`config.mk`:
```
export PLATFORM = sky130hd
export DESIGN_NAME = rx_frame_asm
export DESIGN_NICKNAME = d
export VERILOG_FILES = /design/src/rtl/rx_frame_asm.sv
export SDC_FILE = /design/constraint.sdc
export NUM_CORES = 1
export LEC_CHECK = 0
export CAP_MARGIN = 10
export CORE_MARGIN = 5
export CORE_UTILIZATION = 51
export CTS_CLUSTER_DIAMETER = 80
export DETAILED_ROUTE_END_ITERATION = 10
export PLACE_DENSITY = 0.8
export SETUP_SLACK_MARGIN = 0.15
export SKIP_CTS_REPAIR_TIMING = 1
export SLEW_MARGIN = 30
export SYNTH_ARGS = -nofsm -noshare
export SYNTH_HDL_FRONTEND = slang
export SYNTH_SLANG_ARGS = --single-unit
```
`constraint.sdc`:
```
create_clock -name CLK -period 2.08 [get_ports CLK]
set_input_delay 0.312 -clock CLK [delete_from_list [all_inputs] [get_ports CLK]]
set_output_delay 0.312 -clock CLK [all_outputs]
set_load 0.01 [all_outputs]
```
`src/rtl/rx_frame_asm.sv`:
```
// Purpose : assembles UART RX bytes into WREQ/RREQ/RRES frames (7/3/5 bytes incl. command byte).
// Latency : Frame_VLD one cycle after the last byte's RxVLD when FFULL=0; Err one cycle after the cause.
// Backpr. : FFULL holds the completed frame in DONE; bytes arriving meanwhile are dropped as overrun.
//
// Ports:
//   CLK, RST        clock, synchronous active-high reset
//   RxData/RxVLD    received byte and its one-cycle strobe; ParErr flags a bad byte
//   FFULL           downstream frame FIFO full
//   PData/CMD       assembled frame (first byte at [55:48]) and its command
//   Frame_VLD       one-cycle frame write strobe
//   RBUSY           frame in progress or pending
//   Err/ErrCode     one-cycle error strobe; 0 bad CMD, 1 parity, 2 timeout, 3 overrun
module rx_frame_asm #(
    parameter int TO_CYC = 1024
) (
    input  logic        CLK,
    input  logic        RST,
    input  logic [7:0]  RxData,
    input  logic        RxVLD,
    input  logic        ParErr,
    input  logic        FFULL,
    output logic [55:0] PData,
    output logic [2:0]  CMD,
    output logic        Frame_VLD,
    output logic        RBUSY,
    output logic        Err,
    output logic [1:0]  ErrCode
);

    typedef enum logic [1:0] {
        IDLE    = 2'd0,
        COLLECT = 2'd1,
        DONE    = 2'd2
    } state_t;

    localparam logic [2:0]  CMD_WREQ = 3'd2;
    localparam logic [2:0]  CMD_RREQ = 3'd3;
    localparam logic [2:0]  CMD_RRES = 3'd4;
    localparam logic [15:0] TO_LAST  = 16'(TO_CYC - 1);

    localparam logic [1:0] EC_BADCMD  = 2'd0;
    localparam logic [1:0] EC_PARITY  = 2'd1;
    localparam logic [1:0] EC_TIMEOUT = 2'd2;
    localparam logic [1:0] EC_OVERRUN = 2'd3;

    state_t      state_q, state_d;
    logic [55:0] pdata_q, pdata_d;
    logic [2:0]  cmd_q, cmd_d;
    logic [2:0]  idx_q, idx_d;
    logic [15:0] cnt_q, cnt_d;
    logic        fvld_q, fvld_d;
    logic        rbusy_q, rbusy_d;
    logic        err_q, err_d;
    logic [1:0]  ecode_q, ecode_d;

    function automatic logic cmd_ok(input logic [7:0] b);
        return (b[7:3] == 5'd0) &&
               ((b[2:0] == CMD_WREQ) || (b[2:0] == CMD_RREQ) || (b[2:0] == CMD_RRES));
    endfunction

    // Index of the final byte of a frame (frame length minus one).
    function automatic logic [2:0] last_idx(input logic [2:0] c);
        case (c)
            CMD_WREQ: return 3'd6;
            CMD_RREQ: return 3'd2;
            CMD_RRES: return 3'd4;
            default:  return 3'd0;
        endcase
    endfunction

    always_comb begin
        state_d = state_q;
        pdata_d = pdata_q;
        cmd_d   = cmd_q;
        idx_d   = idx_q;
        cnt_d   = cnt_q;
        fvld_d  = 1'b0;
        err_d   = 1'b0;
        ecode_d = ecode_q;

        case (state_q)
            IDLE: begin
                cnt_d = '0;
                if (RxVLD) begin
                    if (ParErr) begin
                        err_d   = 1'b1;
                        ecode_d = EC_PARITY;
                    end else if (cmd_ok(RxData)) begin
                        pdata_d = {RxData, 48'h0};
                        cmd_d   = RxData[2:0];
                        idx_d   = 3'd1;
                        state_d = COLLECT;
                    end else begin
                        err_d   = 1'b1;
                        ecode_d = EC_BADCMD;
                    end
                end
            end

            COLLECT: begin
                if (RxVLD) begin
                    if (ParErr) begin
                        err_d   = 1'b1;
                        ecode_d = EC_PARITY;
                        pdata_d = '0;
                        cmd_d   = '0;
                        idx_d   = '0;
                        cnt_d   = '0;
                        state_d = IDLE;
                    end else begin
                        for (int i = 1; i < 7; i++) begin
                            if (idx_q == 3'(i)) begin
                                pdata_d[8*(6-i) +: 8] = RxData;
                            end
                        end
                        cnt_d = '0;
                        if (idx_q == last_idx(cmd_q)) begin
                            // Emit straight away when the FIFO has room so the strobe
                            // lands one cycle after the final byte.
                            state_d = DONE;
                            fvld_d  = !FFULL;
                        end else begin
                            idx_d = idx_q + 3'd1;
                        end
                    end
                end else if (cnt_q == TO_LAST) begin
                    err_d   = 1'b1;
                    ecode_d = EC_TIMEOUT;
                    pdata_d = '0;
                    cmd_d   = '0;
                    idx_d   = '0;
                    cnt_d   = '0;
                    state_d = IDLE;
                end else begin
                    cnt_d = cnt_q + 16'd1;
                end
            end

            DONE: begin
                // fvld_q marks that the strobe is being presented this cycle, so the
                // frame has been delivered and the block leaves DONE.
                if (fvld_q) begin
                    state_d = IDLE;
                    idx_d   = '0;
                    cnt_d   = '0;
                    if (RxVLD) begin
                        err_d   = 1'b1;
                        ecode_d = EC_OVERRUN;
                    end
                end else if (RxVLD) begin
                    // Overrun wins over emission this cycle so Err and Frame_VLD never
                    // coincide; FFULL is looked at again on the next cycle.
                    err_d   = 1'b1;
                    ecode_d = EC_OVERRUN;
                end else if (!FFULL) begin
                    fvld_d = 1'b1;
                end
            end

            default: begin
                state_d = IDLE;
            end
        endcase

        rbusy_d = (state_d != IDLE);
    end

    always_ff @(posedge CLK) begin
        if (RST) begin
            state_q <= IDLE;
            pdata_q <= '0;
            cmd_q   <= '0;
            idx_q   <= '0;
            cnt_q   <= '0;
            fvld_q  <= 1'b0;
            rbusy_q <= 1'b0;
            err_q   <= 1'b0;
            ecode_q <= '0;
        end else begin
            state_q <= state_d;
            pdata_q <= pdata_d;
            cmd_q   <= cmd_d;
            idx_q   <= idx_d;
            cnt_q   <= cnt_d;
            fvld_q  <= fvld_d;
            rbusy_q <= rbusy_d;
            err_q   <= err_d;
            ecode_q <= ecode_d;
        end
    end

    assign PData     = pdata_q;
    assign CMD       = cmd_q;
    assign Frame_VLD = fvld_q;
    assign RBUSY     = rbusy_q;
    assign Err       = err_q;
    assign ErrCode   = ecode_q;

endmodule

```
Yosys cells after proc, flatten, opt, wreduce, memory -nomap -nowiden --
Cells that the tools add are included.
Storage, ports and cells: flip-flop bits (word level) 85, bits in latches 0, bits in writable memories 0, bits in read-only memories 0, output and inout port bits 64, word-level logic and storage cells 136, memories kept 0
Cells by class: $add $sub $neg 2, multiply operators 0, div/mod/pow operators 0, magnitude comparators 0, equal/unequal tests 31, shift operators 0, mux-type cells 69, bitwise operators 0, reduce and logical (&&, ||, !) cells 19
Operator list (number):
- $mux W56 | 5
- $pmux W56 S2 | 1
- $mux W8 | 7
- $mux W16 | 3
- $mux W3 | 16
- $mux W48 | 1
- $pmux W16 S3 | 1
- $reduce_and A6 Y1 | 8
- $mux W2 | 15
- $ne A4 B4 Y1 const B | 7
- $eq A3 B2 Y1 const B | 6
- $pmux W3 S3 | 2
- $add A16 B1 Y16 const B | 1
- $eq A16 B10 Y1 const B | 1
- $eq A3 B3 Y1 const B | 5
- $mux W1 | 13
- $pmux W2 S3 | 2
- $ne A2 B2 Y1 const B | 5
- $ne A3 B3 Y1 const B | 3
- $reduce_and A7 Y1 | 1
- $pmux W3 S2 | 1
- $logic_not A5 Y1 | 1
- $reduce_bool A2 Y1 | 2
- $add A3 B1 Y3 const B | 1
- other kinds (12) | 13

Logic depth before layout (Yosys ltp) --
word-level depth 11, gate-level depth with buffers 9, mapped depth without buffers 7

Worst setup path after synthesis --
No wires, ideal clock.
path type register to register, start reg state_q[1], end reg pdata_q[0] (netlist: PData[0]), setup time 0.130 ns, arrival 1.739 ns, required time 1.950 ns, setup slack 0.211 ns, cell stages (with the launch flop) 10, buffers on the path 2, cells stage by stage dfxtp_1 inv_1 ha_1 buf_4 inv_1 or3_1 buf_2 a21oi_1 a21oi_4 mux2i_1
Between the ends: word-level cells in the longest chain between the ends 3, elaborated cells on any way between the ends 10, those cells by class 6 x eq/ne; 1 x mux; 3 x reduce/logical
RTL lines:
- start: declaration | line 46 | state_t state_q, state_d;
- start signal: assignment | line 180 | state_q <= state_d;
- $eq A2 B1 Y1 or $logic_not A2 Y1 (tied branches) | line 81 | case (state_q)
- $ne A4 B4 Y1 (no source line), or another cell as far along
- $reduce_and A6 Y1 (no source line)
- end signal: assignment | line 181 | pdata_q <= pdata_d;
- end: declaration | line 47 | logic [55:0] pdata_q, pdata_d;
Parallel ways exist; a longest one is shown, timed or not. A chain may end at the register's enable or synchronous reset.

==> out/metrics.csv <==
metric,value,unit
layout cell share with drive strength beyond 1,0.202,
Synth cell types,56,
die area,9030,sq um
placed cell areas,4790,sq um
Ports,77,
final layout net count,504,
sequential-to-total area share from yosys stat,0.445,
Layout area overhead,40.7,%
final number of max-transition violations,0,
pwr/cell area,592,nW/um^2
total track usage,0.206,
Critical Path Source Type,flop,
CTS H-tree depth,3,
"EDFF count, synth",0,
worst relative slew slack,0.647,
drt wl/cell,16.3,um
Layout Skew,0.0110,ns
cells after synthesis,372,
clock insertion delay at the later pin of the skew report,0.36,ns
final hold violations,0,
Setup Slack @ Placement,-0.180,ns
FP Rows,31,
Tmin final,1.88,ns
CTS tree,built,
TritonRoute pass-1 iters,7,
post-synthesis cell area,3690,sq um
vias,3081,
status,"finished, violations left",
Final Setup Violations,0,
Crit. End Element,flop,
I/O Buffers,76,
number of global-route vias before repair,2964,
DRT iter0 DRCs,172,
Final Cycle Share,0.905,
worst vdd ir,0.000426,V
post-route cell area,5190,sq um
Bufs on Longest Clock Path,2,
Worst EP required,2.31,ns
antenna violations before repair,0,
leakage power,1.85,nW
Most used DFF post-synth,dfxtp_1,
die span in x,95.0,um
placed cells,563,
diode count,0,
Max-Cap Viols,0,
total negative slack for setup checks,0,ns
Die H,95.0,um
Num CTS Buffers,9,
first-pass GRT wire length,14400,um
syn avg cell area,9.91,sq um
Setup CP Type,reg -> reg,
Worst Path Arrival,2.11,ns
Worst-Margin Slew,0.529,ns
maximum fanout along the worst path,8,
Clock Pin Slew Worst Setup and Hold Paths,0.08,ns
final std cells w/o fill,584,
f_max,0.531,GHz
# DRC,4,
GPL Wtd Cong,0.885,
Async SR Flop Fraction,0,
Worst Hold Class,in -> reg,
Clock Sinks,82,
WL final,9510,um
synth warn,0,
RSZ-0062 raised after global routing,true,
Core Footprint,7140,sq um
"flops & latches, synth",82,
Starting Density,0.516,
Root Driver,clkbuf_8,
Overflow after GRT,0,
# fillers,545,
Vias/cell,5.28,
"Worst Setup Slack, final",0.197,ns
pin count of the biggest net entering global routing,54,
worst hold slack,0.344,ns
Antenna Violating Nets Remaining,0,
post-synth net total,396,
failing checks,design-rule violations,
post-DP HPWL,6510,um
-- logic make-up (layout without fill, tap and decap cells) --
group,count (synthesis),in the layout,share of synthesized area
buf+inv,23,136,0.0282
fa+ha+maj,11,11,0.0373
flops,82,82,0.445
xor+xnor,15,15,0.0356
mux,52,52,0.141
compound gates,46,46,0.111
simple gates,143,143,0.201
-- per-stage QoR --
stage / util / power, mW
finish: 0.727 / 3.07
global route: 0.727 / 3.18
CTS: 0.705 / 3.09
detailed placement: 0.671 / 1.71
global placement: 0.671 / 1.71
floorplan: - / 1.65
-- layout make-up --
cell class | instances | area (sq um) | share of cell area
sequential | 82 | 1650 | 0.318
inverter | 9 | 33.8 | 0.00651
clock buffer | 10 | 128 | 0.0246
clock inverter | 6 | 113 | 0.0217
tap | 99 | 124 | 0.0239
timing repair buffer | 111 | 1110 | 0.214
multi-input combinational | 267 | 2030 | 0.392
-- report_power, final --
| group | switching, mW | internal [mW] | total, mW | leakage (nW) |
|---|---|---|---|---|
| Clock | 0.588 | 0.802 | 1.39 | 0.121 |
| Combinational | 0.0601 | 0.0496 | 0.110 | 1.07 |
| Sequential | 0.00152 | 1.57 | 1.57 | 0.663 |
| Total | 0.649 | 2.42 | 3.07 | 1.85 |
-- synth_stat cells, types with 4 or more instances --
master / number / share of area
nand2_1: 66 / 0.067
clkbuf_1: 8 / 0.0081
inv_1: 8 / 0.0081
nand3_1: 9 / 0.012
ha_1: 11 / 0.037
nor2_1: 25 / 0.025
buf_4: 4 / 0.0081
nor3_1: 4 / 0.0054
xnor2_1: 5 / 0.012
a21oi_4: 6 / 0.026
and2_1: 6 / 0.010
dfxtp_1: 82 / 0.45
a21oi_1: 13 / 0.018
xor2_1: 10 / 0.024
mux2i_1: 52 / 0.14
nand4_1: 5 / 0.0085
-- cells in the final DEF (no fill, tap or decap), types with 9 or more instances in the layout --
master | synthesis | routed
clkdlybuf4s50_1 | 0 | 73
nand2_1 | 66 | 58
buf_4 | 4 | 28
clkbuf_8 | 0 | 9
xor2_1 | 10 | 10
nand3_1 | 9 | 9
a21oi_1 | 13 | 11
mux2i_1 | 52 | 51
dfxtp_1 | 82 | 77
ha_1 | 11 | 9
nor2_1 | 25 | 24
-- flip-flops by register name, summed over array words and instances (netlist names) --
signal / count
PData: 56
ErrCode: 2
Frame_VLD: 1
RBUSY: 1
cnt_q: 16
state_q: 2
Err: 1
idx_q: 3
-- final timing paths --
| check | from | to | slack (ns) | depth (start not counted) |
|---|---|---|---|---|
| min reg2reg | PData[8]$_SDFFE_PP0P_ | PData[8]$_SDFFE_PP0P_ | 0.46 | 2 |
| min | RxData[1] | PData[49]$_SDFFE_PP0P_ | 0.34 | 2 |
| max reg2reg | PData[49]$_SDFFE_PP0P_ | RBUSY$_SDFF_PP0_ | 0.20 | 6 |
| max | PData[49]$_SDFFE_PP0P_ | RBUSY$_SDFF_PP0_ | 0.20 | 6 |
-- critical path, stage by stage, from the launching register on --
cell      delay, ns
dfxtp_1        0.40
or3b_1         0.37
a21o_1         0.20
a211oi_2       0.30
buf_4          0.18
o2111a_1       0.21
o32ai_1        0.11
-- metal layers --
metal / GRT usage / up-vias / wire length, um
met5: 0 / - / 0
li1: - / 1506 / -
met2: 0.363 / 86 / 4790
met1: 0.248 / 1465 / 4040
met4: 0.0697 / 0 / 227
met3: 0.0466 / 24 / 452
No activity file was read; power rests on OpenSTA's default activity.
